==> config.mk <==
export PLATFORM = sky130hd
export DESIGN_NAME = mem_ctrl
export DESIGN_NICKNAME = d
export VERILOG_FILES = /design/src/rtl/mem_ctrl.sv
export SDC_FILE = /design/constraint.sdc
export NUM_CORES = 1
export LEC_CHECK = 0
export CAP_MARGIN = 20
export CORE_UTILIZATION = 54
export CTS_CLUSTER_DIAMETER = 200
export DETAILED_ROUTE_END_ITERATION = 12
export PLACE_DENSITY = 0.92
export SYNTH_ARGS = -nofsm -noshare
export SYNTH_HDL_FRONTEND = slang
export SYNTH_SLANG_ARGS = --single-unit
==> constraint.sdc <==
create_clock -name clk -period 8.4 [get_ports clk]
set_input_delay 1.26 -clock clk [delete_from_list [all_inputs] [get_ports clk]]
set_output_delay 1.26 -clock clk [all_outputs]
set_load 0.03 [all_outputs]
==> src/rtl/mem_ctrl.sv <==
// -----------------------------------------------------------------------------
// mem_ctrl
// Single-port, byte-wide RAM arbiter shared by the fetch stage and the MEM
// stage. MEM transactions (1/2/4-byte loads and stores) always win the port
// and are serialised one byte per cycle. While a MEM transaction owns the
// port, stall_req_o tells fetch to hold and re-issue its address later. Load
// data is assembled little-endian and zero-extended.
//
// Handshake: mem_req_i is a level request. It is accepted in the first IDLE
// cycle in which it is high. The requester keeps it, with all MEM fields
// stable, until the cycle in which mem_done_o is high, and drops it on that
// clock edge. mem_done_o is a one-cycle pulse. Fetch has no handshake: a
// fetch address presented in a free cycle yields if_valid_o one cycle later.
// A fetch that collides with a MEM accept is dropped, not queued.
//
// Ports:
//   clk          clock, rising edge
//   rst          asynchronous reset, active low
//   if_req_i     fetch byte read request
//   if_addr_i    fetch byte address
//   if_data_o    fetched byte (combinational copy of ram_din_i)
//   if_valid_o   if_data_o holds the byte addressed last cycle
//   mem_req_i    MEM transaction request (held until mem_done_o)
//   mem_we_i     1 = store, 0 = load
//   mem_addr_i   base byte address
//   mem_len_i    00 = 1 byte, 01 = 2 bytes, 1x = 4 bytes
//   mem_wdata_i  store data, byte 0 in bits 7:0
//   mem_rdata_o  load data, zero-extended, valid with mem_done_o
//   mem_done_o   one-cycle completion pulse
//   stall_req_o  fetch must hold while high
//   ram_a_o      RAM address
//   ram_wr_o     RAM write enable
//   ram_dout_o   RAM write byte
//   ram_din_i    RAM read byte, valid one cycle after its address
// -----------------------------------------------------------------------------
module mem_ctrl #(
    parameter int ADDR_W = 32
) (
    input  logic              clk,
    input  logic              rst,
    input  logic              if_req_i,
    input  logic [ADDR_W-1:0] if_addr_i,
    output logic [7:0]        if_data_o,
    output logic              if_valid_o,
    input  logic              mem_req_i,
    input  logic              mem_we_i,
    input  logic [ADDR_W-1:0] mem_addr_i,
    input  logic [1:0]        mem_len_i,
    input  logic [31:0]       mem_wdata_i,
    output logic [31:0]       mem_rdata_o,
    output logic              mem_done_o,
    output logic              stall_req_o,
    output logic [ADDR_W-1:0] ram_a_o,
    output logic              ram_wr_o,
    output logic [7:0]        ram_dout_o,
    input  logic [7:0]        ram_din_i
);

    typedef enum logic [1:0] {
        IDLE = 2'd0,
        RD   = 2'd1,
        WR   = 2'd2,
        DONE = 2'd3
    } state_t;

    // State and byte counter kept together so checkers can bind to one struct.
    typedef struct packed {
        state_t     state;
        logic [2:0] cnt;
    } fsm_t;

    fsm_t              fsm_q;
    logic [ADDR_W-1:0] base_q;
    logic [31:0]       wdata_q;
    logic [31:0]       rdata_q;
    logic [2:0]        n_q;

    logic              accept;
    logic              fetch_slot;
    logic [2:0]        n_dec;
    logic [ADDR_W-1:0] cur_addr;
    logic [1:0]        rd_idx;
    logic [31:0]       rdata_nxt;

    // Reset gates the accept so nothing reaches the RAM while rst is low.
    assign accept     = rst && mem_req_i && (fsm_q.state == IDLE);
    assign fetch_slot = ((fsm_q.state == IDLE) && !accept) || (fsm_q.state == DONE);
    assign cur_addr   = base_q + ADDR_W'(fsm_q.cnt);
    // In RD with cnt=k the RAM returns byte k-1; cnt=4 maps to lane 3.
    assign rd_idx     = fsm_q.cnt[1:0] - 2'd1;
    assign if_data_o  = ram_din_i;

    always_comb begin
        n_dec = 3'd4;
        case (mem_len_i)
            2'b00:   n_dec = 3'd1;
            2'b01:   n_dec = 3'd2;
            default: n_dec = 3'd4;
        endcase
    end

    always_comb begin
        rdata_nxt = rdata_q;
        rdata_nxt[{rd_idx, 3'b000} +: 8] = ram_din_i;
    end

    // RAM port and stall request: the first byte of a MEM transaction is
    // issued straight from the inputs in the accept cycle.
    always_comb begin
        ram_a_o     = '0;
        ram_wr_o    = 1'b0;
        ram_dout_o  = 8'h00;
        stall_req_o = 1'b0;
        case (fsm_q.state)
            IDLE: begin
                if (accept) begin
                    ram_a_o     = mem_addr_i;
                    ram_wr_o    = mem_we_i;
                    ram_dout_o  = mem_wdata_i[7:0];
                    stall_req_o = 1'b1;
                end else if (if_req_i) begin
                    ram_a_o = if_addr_i;
                end
            end
            RD: begin
                ram_a_o     = cur_addr;
                stall_req_o = 1'b1;
            end
            WR: begin
                ram_a_o     = cur_addr;
                ram_wr_o    = 1'b1;
                ram_dout_o  = wdata_q[{fsm_q.cnt[1:0], 3'b000} +: 8];
                stall_req_o = 1'b1;
            end
            DONE: begin
                if (if_req_i) begin
                    ram_a_o = if_addr_i;
                end
            end
            default: ;
        endcase
    end

    always_ff @(posedge clk or negedge rst) begin
        if (!rst) begin
            fsm_q.state <= IDLE;
            fsm_q.cnt   <= 3'd0;
            base_q      <= '0;
            wdata_q     <= 32'h0;
            rdata_q     <= 32'h0;
            n_q         <= 3'd0;
            mem_done_o  <= 1'b0;
            mem_rdata_o <= 32'h0;
            if_valid_o  <= 1'b0;
        end else begin
            mem_done_o <= 1'b0;
            if_valid_o <= fetch_slot && if_req_i;
            case (fsm_q.state)
                IDLE: begin
                    if (accept) begin
                        base_q  <= mem_addr_i;
                        wdata_q <= mem_wdata_i;
                        n_q     <= n_dec;
                        rdata_q <= 32'h0;
                        if (mem_we_i) begin
                            if (n_dec > 3'd1) begin
                                fsm_q.state <= WR;
                                fsm_q.cnt   <= 3'd1;
                            end else begin
                                fsm_q.state <= DONE;
                                fsm_q.cnt   <= 3'd0;
                                mem_done_o  <= 1'b1;
                                mem_rdata_o <= 32'h0;
                            end
                        end else begin
                            fsm_q.state <= RD;
                            fsm_q.cnt   <= 3'd1;
                        end
                    end
                end
                RD: begin
                    rdata_q <= rdata_nxt;
                    if (fsm_q.cnt == n_q) begin
                        fsm_q.state <= DONE;
                        fsm_q.cnt   <= 3'd0;
                        mem_done_o  <= 1'b1;
                        mem_rdata_o <= rdata_nxt;
                    end else begin
                        fsm_q.cnt <= fsm_q.cnt + 3'd1;
                    end
                end
                WR: begin
                    if (fsm_q.cnt == (n_q - 3'd1)) begin
                        fsm_q.state <= DONE;
                        fsm_q.cnt   <= 3'd0;
                        mem_done_o  <= 1'b1;
                        mem_rdata_o <= 32'h0;
                    end else begin
                        fsm_q.cnt <= fsm_q.cnt + 3'd1;
                    end
                end
                DONE: begin
                    // mem_req_i is still high here; it is ignored this cycle.
                    fsm_q.state <= IDLE;
                    fsm_q.cnt   <= 3'd0;
                end
                default: begin
                    fsm_q.state <= IDLE;
                    fsm_q.cnt   <= 3'd0;
                end
            endcase
        end
    end

endmodule

# Word-level counts from Yosys, hierarchy flattened

Index checks and enable logic that the tools add are counted.

Bitwise gates (word level): 0
Reduce and logical (&&, ||, !) cells: 15
Div/mod/pow operators: 0
$add $sub $neg: 5
Order comparisons: 1
Multiplexer cells: 33
Multipliers: 0
Equal/unequal tests: 11
Shift operators: 3

Operators with widths:

| operator                                                                | count |
|---|---|
| 32-bit two-way mux                                                      | 8 |
| 32-bit case mux with 3 select lines                                     | 2 |
| 32-bit case mux with 2 select lines                                     | 1 |
| 32-bit by 3-bit adder with 32-bit output                                | 1 |
| 32-bit bitwise mux                                                      | 1 |
| 8-bit by 7-bit variable shift with 32-bit output (first input constant) | 1 |
| 32-bit by 6-bit variable part select with 8-bit output                  | 1 |
| 8-bit by 7-bit variable part select with 32-bit output                  | 1 |
| 5-bit case mux with 4 select lines                                      | 1 |
| 8-bit case mux with 2 select lines                                      | 1 |
| 5-bit two-way mux                                                       | 2 |
| 2-bit != test (second input constant)                                   | 5 |
| 8-bit two-way mux                                                       | 1 |
| 1-bit two-way mux                                                       | 7 |
| 5-bit negation with 7-bit output                                        | 1 |
| 3-bit equality test                                                     | 2 |
| 3-bit two-way mux                                                       | 2 |
| 3-bit case mux with 2 select lines                                      | 1 |
| 6-bit AND reduction                                                     | 1 |
| 2-bit by 1-bit equality test with 1-bit output (second input constant)  | 2 |
| 2-bit equality test (second input constant)                             | 2 |
| 1-bit logical AND                                                       | 4 |
| 2-bit logical NOT                                                       | 2 |
| 2-bit two-way mux                                                       | 2 |
| 14 further kinds                                                        | 16 |

Output and inout port bits: 84
Latch bits: 0
Bits in writable memories: 0
Input port bits: 111
Flip-flop bits (word level): 138
Memories kept: 0
Logic and storage cells: 77
Bits in read-only memories: 0

# Longest topological paths before layout

Depth in word-level cells: 7
Depth in mapped cells: 9
Mapped depth without buffers: 8

# Least setup slack after synthesis

No wires, ideal clock.

Path kind: register -> output
Start: register fsm_q[1] (netlist name)
End: output ram_a_o[26]
Data required time: 7140 ps
Arrival: 2804 ps
Path buffers: 2
Cell stages (with the launch flop): 10
Path slack: 4336 ps
Path through: dfrtp_1 -> buf_1 -> inv_1 -> fa_1 -> nor2b_1 -> o2111ai_1 -> clkbuf_1 -> nor3b_1 -> xnor2_1 -> o211ai_1

Word-level cells in the longest chain between the ends: 2

RTL lines:

| item                                     | line | text |
|---|---|---|
| start: declaration                       | 72   | `fsm_t fsm_q;` |
| 32-bit by 3-bit adder with 32-bit output | 88   | `assign cur_addr = base_q + ADDR_W'(fsm_q.cnt);` |
| 32-bit case mux with 3 select lines      | 114  | `case (fsm_q.state)` |
| end: declaration                         | 53   | `output logic [ADDR_W-1:0] ram_a_o,` |

Every way passes these cells.

# Final worst setup path

Start: register fsm_q[0] (netlist name)
End: output ram_a_o[30]

The elaborated chain is that of the path after synthesis.

==> results.yml <==
placed_design:
  post-place-ws_ns: 3.21
  dpl.hpwl_mm: 13.8
  io_buffers: 194
  gp_congestion: 0.911
logic_synthesis:
  synth-seq-area-share_pct: 45.3
  async_flop_share_pct: 100
  synth_area_per_cell_um2: 9.13
  synth-edff-count: 0
  ys_ff_latch: 138
  yosysUniqueCellTypes: 49
  netlist_area_um2: 7630
  ys_warn_count: 0
  synth_nets: 962
  synthCells: 836
  synthFlopType: "dfrtp_1"
sta:
  relSlewSlack_pct: 30.5
  period_share_pct: 63.5
  fmax_mhz: 187
  grt_setup_unrepaired: "no"
  tightest_slew_ns: 1.04
  worst_slack_ns: 3.06
  drv_slew: 0
  fin_setup_tns_ns: 0
  clock-skew-final_ns: 0.00643
  final-hold-violation-count: 0
  min_period_ns: 5.34
  setup_viol: 0
critical_path:
  critPathKind: "reg -> out"
  reg2regPathDepth: 7
  worstPathMaxFanout: 20
  crit_arrival_ns: 4.08
  cp-end-kind: "output pin"
  r2r_setup_slack_ns: 5.17
  worstReg2RegStart: "fsm_q[4]$_DFFE_PN0P_"
  cp.required_ns: 7.14
  crit_path_start_kind: "flip-flop"
  reg2reg_to: "fsm_q[4]$_DFFE_PN0P_"
clock_network:
  h-tree-depth: 4
  cts_resized: 0
  cts_tree: "built"
  hold_buffers: 0
  cts_buffers: 17
  clk_path_buf_depth: 2
  clk_latency_ns: 0.43
  post_cts_buffers: 0
  cts_root_buffer: "clkbuf_16"
  clkSinkCount: 138
  clk_pin_slew_ns: 0.05
cells_and_area:
  area_delta_synth_final_pct: 34.1
  layout_common_cells: "nand2_1 (264), clkdlybuf4s50_1 (193), dfrtp_1 (138)"
  drive_gt1_share_pct: 8.18
  layout_commonest_cell: "nand2_1"
  nets: 1130
  diodes: 0
global_routing:
  grt_max_degree: 81
  overflow: 0
  grt_pass1_wl_mm: 33.9
  grt_pass1_vias: 6838
  antenna_found_initial: 0
  grt_usage_pct: 30.0
routing:
  wl_per_cell_um: 17.8
  drc: 2
  drtIter0Drc: 573
  routed_via_density: 5.82
  drtAntennaViolNets: 0
  dr.pass1.iters: 9
  routed_wl_mm: 21.2
  vias: 6950
run_status:
  status: "finished with violations"
  failed_checks: "design-rule violations"
min_path:
  hp-class: "reg -> reg"
  min_delay_path_depth: 2
  min_from: "wdata_q[13]$_DFFE_PN0P_"
  worstHoldEndpoint: "wdata_q[13]$_DFFE_PN0P_"
floorplan:
  coreArea_um2: 13800
  std_cell_rows: 43
  dieArea_um2: 14600
  dieWidth_um: 121
  pin_count: 195
  die_h_um: 121
  start_util_pct: 55.2
run:
  drv_cap: 0
power:
  power.density_nw_per_um2: 360
  vdd_drop_max_v: 0.000383
  p_leak_uw: 0.00464
==> registers in the layout (all words and copies together), names as in the netlist <==
name / count
rdata_q: 32
base_q: 32
wdata_q: 32
mem_done_o: 1
fsm_q: 5
n_q: 3
mem_rdata_o: 32
if_valid_o: 1
==> layer usage <==
layer	part of all wire (%)	up-vias	GRT usage, %
met3	7.1	59	6.63
met2	48	350	47.2
met5	0	-	0
li1	-	3170	-
met4	3.6	0	14.5
met1	41	3371	39.5
==> power breakdown <==
| group | switching [uW] | leakage (uW) | internal, uW |
|---|---|---|---|
| Clock | 276 | 0.000285 | 463 |
| Sequential | 205 | 0.00182 | 885 |
| Combinational | 1070 | 0.00254 | 786 |
==> area by class of cell <==
type	count	area, um^2
clock inverters	7	91.3
multi-input cells	630	3860
well taps	180	225
flip-flops and latches	138	3450
clock buffers	23	488
fillers	945	3590
repair buffers	205	2070
inverters	12	45.0
==> synth_stat cells, drive strengths merged, types with 5 or more instances <==
library cell | number | area, um^2
a21oi | 36 | 180
a22o | 33 | 289
and3 | 8 | 50.1
and4 | 5 | 43.8
buf | 21 | 146
clkbuf | 35 | 131
dfrtp | 138 | 3450
ha | 14 | 175
inv | 11 | 41.3
mux2 | 32 | 473
mux4 | 8 | 180
nand2 | 265 | 995
nand3 | 14 | 70.1
nor2 | 46 | 173
nor2b | 37 | 231
nor3 | 11 | 55.1
o211ai | 22 | 165
o21ai | 19 | 95.1
xnor2 | 23 | 201
xor2 | 9 | 78.8
==> how the worst max path moves through the flow <==
stage,slack (ns),end,from
final,3.06,ram_a_o[30],fsm_q[0]$_DFFE_PN0N_
after global routing,2.74,ram_a_o[30],fsm_q[0]$_DFFE_PN0N_
after CTS,2.78,ram_a_o[30],fsm_q[0]$_DFFE_PN0N_
after detailed placement,3.21,ram_a_o[24],rst
after global placement,3.24,ram_a_o[30],fsm_q[0]$_DFFE_PN0N_
after floorplan,4.34,ram_a_o[26],fsm_q[1]$_DFFE_PN0N_
==> logic make-up after synthesis <==
| family | share of synthesized area (%) |
|---|---|
| multiplexers | 8.82 |
| AO/OA/AOI/OAI | 12.0 |
| buffers and inverters | 4.23 |
| adder cells (fa/ha/maj) | 2.56 |
| XOR/XNOR | 3.97 |
| AND/OR/NAND/NOR | 23.2 |
| flip-flops | 45.3 |
==> critical path, cell delays in order, from the launching register on <==
cell and delay (ns):
dfrtp_1 0.94, ha_1 0.29, inv_1 0.06, fa_1 0.37, nor2b_1 0.23, o2111ai_1 0.20
buf_4 0.24, nor4_1 0.33, xnor2_1 0.11, o211ai_1 0.18, clkdlybuf4s50_1 0.70
==> per-stage QoR <==
step | power (uW) | instance area, um^2 | std cells | utilization, % | hold slack, ns
6_report | 3680 | 10200 | 1195 | 74.0 | 0.474
5_1_grt | 3870 | 10200 | 1195 | 74.0 | 0.499
4_1_cts | 3650 | 10200 | 1191 | 73.5 | 0.477
3_5_place_dp | 2890 | 9580 | 1161 | 69.3 | 0.459
3_3_place_gp | 2840 | 9580 | 1161 | 69.3 | 0.453
2_1_floorplan | 2310 | 7630 | 836 | - | 0.440
No activity file was read; power rests on OpenSTA's default activity.
==> patch 1: new RTL, config.mk and constraints unchanged <==
Make the reset (`rst`) synchronous in one clocked block. Comments in the files are not updated.
--- a/src/rtl/mem_ctrl.sv
+++ b/src/rtl/mem_ctrl.sv
@@ -141,7 +141,7 @@
         endcase
     end
 
-    always_ff @(posedge clk or negedge rst) begin
+    always_ff @(posedge clk) begin
         if (!rst) begin
             fsm_q.state <= IDLE;
             fsm_q.cnt   <= 3'd0;
Check against the original RTL: differs if rst is asserted again (counterexample within 4 cycles, from zero or initial values and one cycle with rst low); with rst held inactive, the same outputs for 4 cycles.
==> patch 1 against the original RTL <==
  * Register-to-register slack improved by 0.07 ns
  * Global-route usage grew 0.21 points
  * Design area down 2.6%
  * Area after synthesis is 2.4% lower
  * Sequential cell count is the same
  * Sequential share of layout area decreased by 6.0 points
  * Setup slack got worse by 0.024 ns
  * Routed wire length rose by 1.6%
  * Power fell by 27%
  * Via count rose by 7.9%
  * First-iteration DRC count grew 25%
  * Count of clock-buffer cells in the layout is 1 higher
  * Clock skew down 0.00064 ns
==> patch 1: results (changes against the original RTL) <==
Detailed routing:
- The number of violations reported at the end of detailed-routing iteration 0 is 716 (was 573).
- The via count came to 7500 (was 6950).
- The number of iterations in the first detailed-routing pass is 5 (was 9).
- The routed length per placed instance is 16.6 µm (was 17.8 µm).

Cells and area:
- The count of nets after finishing is 1238 (was 1130).
- The fraction of final layout cells sized beyond drive strength 1 is 0.0578 (was 0.0818).

Worst setup path:
- The origin of the critical flop-to-flop path is fsm_q[4]$_SDFFE_PN0P_ (was fsm_q[4]$_DFFE_PN0P_).
- The slack of the worst reg-to-reg path is 5.24 ns (was 5.17 ns).
- The maximum net fanout on the critical path came to 34 (was 20).
- The endpoint arrival time on the critical path is 4.10 ns (was 4.08 ns).
- The worst reg2reg path endpoint is wdata_q[3]$_SDFFE_PN0P_ (was fsm_q[4]$_DFFE_PN0P_).
- The delay contributed by the slowest stage of the critical path is 0.68 ns (was 0.94 ns).
- The capturing instance or port of the critical path is ram_a_o[0] (was ram_a_o[30]).
- The slowest stage cell on the critical path is nor2_4 (was dfrtp_1).
- The startpoint of the most critical setup path is mem_req_i (was fsm_q[0]$_DFFE_PN0N_).

Run status:
- Outcome: finished clean (was finished with violations).

Yosys:
- The async set or reset register ratio after synthesis is 0 (was 1.00).
- The post-synthesis xor/xnor area fraction is 0.0358 (was 0.0397).

GRT:
- The overall track demand over capacity in global routing came to 0.303 (was 0.300).
- The largest net degree at the start of global routing is 86 (was 81).
- The via count of the first global-routing pass is 6940 (was 6838).

STA:
- The largest clock skew in the final design came to 0.00580 ns (was 0.00643 ns).

Placement:
- The final weighted congestion of routability-driven global placement came to 0.895 (was 0.911).

Pwr:
- The cell leakage power came to 3.61 nW (was 4.64 nW).
- The maximum vdd ir drop came to 209 µV (was 383 µV).
-- patch 1: changes by cell type after synthesis, moves of 25 or more --
cell	change
a21boi_0	+26
a22o_1	-33
a22oi_1	+33
dfrtp_1	-138
dfxtp_1	+138
mux2_4	-30
nand2_1	-25
nand3_1	+53
nor2b_1	+37
-- patch 1: worst min-delay path by stage --
stage	startpoint	endpoint	slack, ns	cells past startpoint
after global routing	mem_rdata_o[24]$_SDFFE_PN0P_	mem_rdata_o[24]$_SDFFE_PN0P_	0.47	2
after global placement	mem_rdata_o[24]$_SDFFE_PN0P_	mem_rdata_o[24]$_SDFFE_PN0P_	0.44	2
after detailed placement	wdata_q[31]$_SDFFE_PN0P_	wdata_q[31]$_SDFFE_PN0P_	0.44	2
after floorplan	wdata_q[16]$_SDFFE_PN0P_	wdata_q[16]$_SDFFE_PN0P_	0.43	2
final	mem_rdata_o[24]$_SDFFE_PN0P_	mem_rdata_o[24]$_SDFFE_PN0P_	0.45	2
after CTS	mem_rdata_o[24]$_SDFFE_PN0P_	mem_rdata_o[24]$_SDFFE_PN0P_	0.45	2
-- patch 1: kinds of logic (layout without fill, tap and decap cells) --
| group | Yosys count | after routing |
|---|---|---|
| AO/OA/AOI/OAI | 203 | 203 |
| multiplexers | 13 | 13 |
| flip-flops | 138 | 138 |
| adder cells (fa/ha/maj) | 15 | 15 |
| buffers and inverters | 93 | 254 |
| AND/OR/NAND/NOR | 474 | 474 |
| XOR/XNOR | 28 | 28 |
-- patch 1: worst min-delay path: cells and delay by family, from the launching register on --
kind            cells  cell delay, ns
compound gates      1            0.05
flops               1            0.31
simple gates        1            0.05
-- patch 1: layout make-up --
class / count / area [µm²]
sequential: 138 / 2760
inverter: 15 / 56.3
multi-input combinational: 733 / 4290
timing repair buffer: 207 / 2030
clock inverter: 8 / 115
fill: 957 / 3380
tap: 176 / 220
clock buffer: 24 / 492
-- patch 1: metal layers --
metal	routed length, µm	GRT usage	vias to the layer above
li1	-	-	3609
met1	9020	0.375	3503
met2	10400	0.506	331
met3	1500	0.0580	57
met4	625	0.139	0
met5	0	0	-
-- patch 1: per-stage QoR --
step                      cell area, µm²  total power (W)  hold slack (ns)  utilization  instances
after floorplan                     7450          0.00153            0.431            -        964
after global placement              9360          0.00188            0.440        0.701       1268
after detailed placement            9360          0.00190            0.444        0.701       1269
after CTS                           9970          0.00267            0.449        0.747       1301
after global routing                9970          0.00280            0.466        0.747       1301
final                               9970          0.00268            0.446        0.747       1301
-- patch 1: where the power goes --
part	leakage [nW]	total [W]	internal, W	switching (W)
sequential	1.12	0.000757	0.000714	0.0000435
combinational	2.18	0.00115	0.000411	0.000737
clock	0.304	0.000771	0.000496	0.000275
==> patch 2: new RTL, same flow settings <==
Made on the original files. `ADDR_W`: 32 -> 24.
--- a/src/rtl/mem_ctrl.sv
+++ b/src/rtl/mem_ctrl.sv
@@ -34,7 +34,7 @@
 //   ram_din_i    RAM read byte, valid one cycle after its address
 // -----------------------------------------------------------------------------
 module mem_ctrl #(
-    parameter int ADDR_W = 32
+    parameter int ADDR_W = 24
 ) (
     input  logic              clk,
     input  logic              rst,
Interface: changed (resized if_addr_i, mem_addr_i and ram_a_o); port bits go from 195 to 171. The function was not compared with the original's and may differ.
==> patch 2 against the original RTL <==
  * Maximum frequency is essentially flat
  * Clock skew down 0.00084 ns
  * Setup slack improved by 0.00056 ns
  * Power fell by 3.5%
  * Critical path type unchanged
  * Clock power fell by 2%
  * First-iteration DRC count down 1.7%
  * Synthesized cell count down 5.3%
  * Final cell count is 6.0% lower
  * Critical path depth down 1
  * Sequential cell count is 8 lower
  * Design area down 9.0%
  * Area after synthesis fell by 8.3%
  * Routed wire length shrank 12%
  * Sequential share of layout area rose by 1.2 points
==> patch 2: results (changes against the original RTL) <==
Yosys:
- The fraction of the yosys area taken by sequential cells is 0.465 (was 0.453).
- The number of distinct library cell variants in the gate-level netlist after synthesis came to 50 (was 49).
- The portion of netlist area occupied by mux cells is 0.0819 (was 0.0882).
- The arithmetic-cell share of the synthesized area counting full adders, half adders and majority gates is 0.0279 (was 0.0256).
- The complex-gate fraction of the synthesized area is 0.114 (was 0.120).
- The total nets after synthesis came to 902 (was 962).
- Synth area leaders: dfrtp_1, nand2_1, o21ai_0 (was dfrtp_1, nand2_1, mux2_4).
- The number of synthesis warnings was 0 (unchanged).
- The post-synthesis xor/xnor area fraction came to 0.0345 (was 0.0397).
- List of most frequent post-synthesis cells: nand2_1, dfrtp_1, inv_1, o21ai_0, clkbuf_1 (was nand2_1, dfrtp_1, nor2_1, nor2b_1, a21oi_1).

Worst setup path:
- The slack of the worst reg-to-reg path was 5.20 ns (was 5.17 ns).
- The capturing instance or port of the critical path is ram_a_o[18] (was ram_a_o[30]).
- The cell depth of the worst flop-to-flop path came to 7 (unchanged).
- The startpoint of the most critical setup path is fsm_q[0]$_DFFE_PN0N_ (unchanged).
- The worst reg2reg path endpoint is mem_rdata_o[18]$_DFFE_PN0P_ (was fsm_q[4]$_DFFE_PN0P_).
- The delay contributed by the slowest stage of the critical path is 0.99 ns (was 0.94 ns).
- The cell class contributing the biggest share of worst-path delay is flip-flops (was buffers and inverters).

GRT:
- The overall track demand over capacity in global routing is 0.295 (was 0.300).
- The first-pass GRT wire length came to 30200 µm (was 33900 µm).
- The largest net degree at the start of global routing is 71 (was 81).
- The via count of the first global-routing pass is 6188 (was 6838).

STA:
- The largest clock skew in the final design is 0.00559 ns (was 0.00643 ns).
- The worst slew margin relative to its limit was 0.300 (was 0.305).

Flow run:
- The number of max-cap violations is 0 (unchanged).

Pwr:
- The maximum vdd ir drop is 280 µV (was 383 µV).
- The cell leakage power was 4.24 nW (was 4.64 nW).

Placement:
- The number of input and output port buffers inserted came to 170 (was 194).
- The final HPWL from detailed placement was 12400 µm (was 13800 µm).
- The final weighted congestion of routability-driven global placement is 0.874 (was 0.911).

Detailed routing:
- The routed length per placed instance is 16.7 µm (was 17.8 µm).
- The number of violations reported at the end of detailed-routing iteration 0 is 563 (was 573).
- The number of iterations in the first detailed-routing pass is 6 (was 9).
- The average via count per standard cell came to 5.64 (was 5.82).

Run status:
- Outcome: finished clean (was finished with violations).

Cells and area:
- The fraction of final layout cells sized beyond drive strength 1 came to 0.0715 (was 0.0818).
- The number of inserted diodes is 0 (unchanged).
- The count of nets after finishing is 1049 (was 1130).

Worst hold path:
- The number of instances on the worst hold path came to 2 (unchanged).

Clocking:
- The number of buffers on the longest clock path came to 2 (unchanged).
[patch 2: cell families after synthesis]
logic type | after synthesis
and+or+nand+nor | 361
DFF | 130
AOI/OAI and AO/OA | 121
buffers and inverters | 98
muxes | 41
xor gates and xnor gates | 26
adders and majority gates | 15
[patch 2: stage by stage]
step	area [µm²]	power [W]	util	setup slack (ns)	cells
after global routing	9310	0.00376	0.738	2.79	1123
after detailed placement	8720	0.00280	0.691	2.97	1090
final	9310	0.00355	0.738	3.06	1123
after CTS	9300	0.00355	0.737	3.04	1121
after global placement	8720	0.00274	0.691	3.10	1090
after floorplan	7000	0.00222	-	4.50	792
[patch 2: where the power goes]
| group | internal, W | switching [W] | total (W) |
|---|---|---|---|
| Clock | 0.000457 | 0.000270 | 0.000726 |
| Combinational | 0.000737 | 0.00102 | 0.00176 |
| Sequential | 0.000867 | 0.000204 | 0.00107 |
[patch 2: final cells by class]
cell class / instances / area (µm²)
clock inverter: 9 / 106
inverter: 49 / 184
tap: 172 / 215
sequential: 130 / 3250
fill: 915 / 3310
timing repair buffer: 177 / 1750
clock buffer: 22 / 474
multi-input combinational: 564 / 3320
[patch 2: worst min-delay path: cells and delay by family (launching register included)]
family	cells	cell delay (ns)
flip-flops	1	0.33
AND/OR/NAND/NOR	2	0.10
[patch 2: per-layer routing]
metal | GRT usage | routed length, µm | vias to the layer above
met2 | 0.490 | 9350 | 292
met4 | 0.136 | 609 | 0
met1 | 0.359 | 7450 | 3064
li1 | - | - | 2919
met3 | 0.0826 | 1350 | 55
met5 | 0 | 0 | -
[patch 2: how the worst min path moves through the flow]
stage                                  from                      end  slack [ns]
floorplan           wdata_q[16]$_DFFE_PN0P_  wdata_q[16]$_DFFE_PN0P_        0.44
global placement    wdata_q[18]$_DFFE_PN0P_  wdata_q[18]$_DFFE_PN0P_        0.45
CTS                 wdata_q[19]$_DFFE_PN0P_  wdata_q[19]$_DFFE_PN0P_        0.47
finish              wdata_q[30]$_DFFE_PN0P_  wdata_q[30]$_DFFE_PN0P_        0.46
global route        wdata_q[20]$_DFFE_PN0P_  wdata_q[20]$_DFFE_PN0P_        0.49
detailed placement  wdata_q[19]$_DFFE_PN0P_  wdata_q[19]$_DFFE_PN0P_        0.46
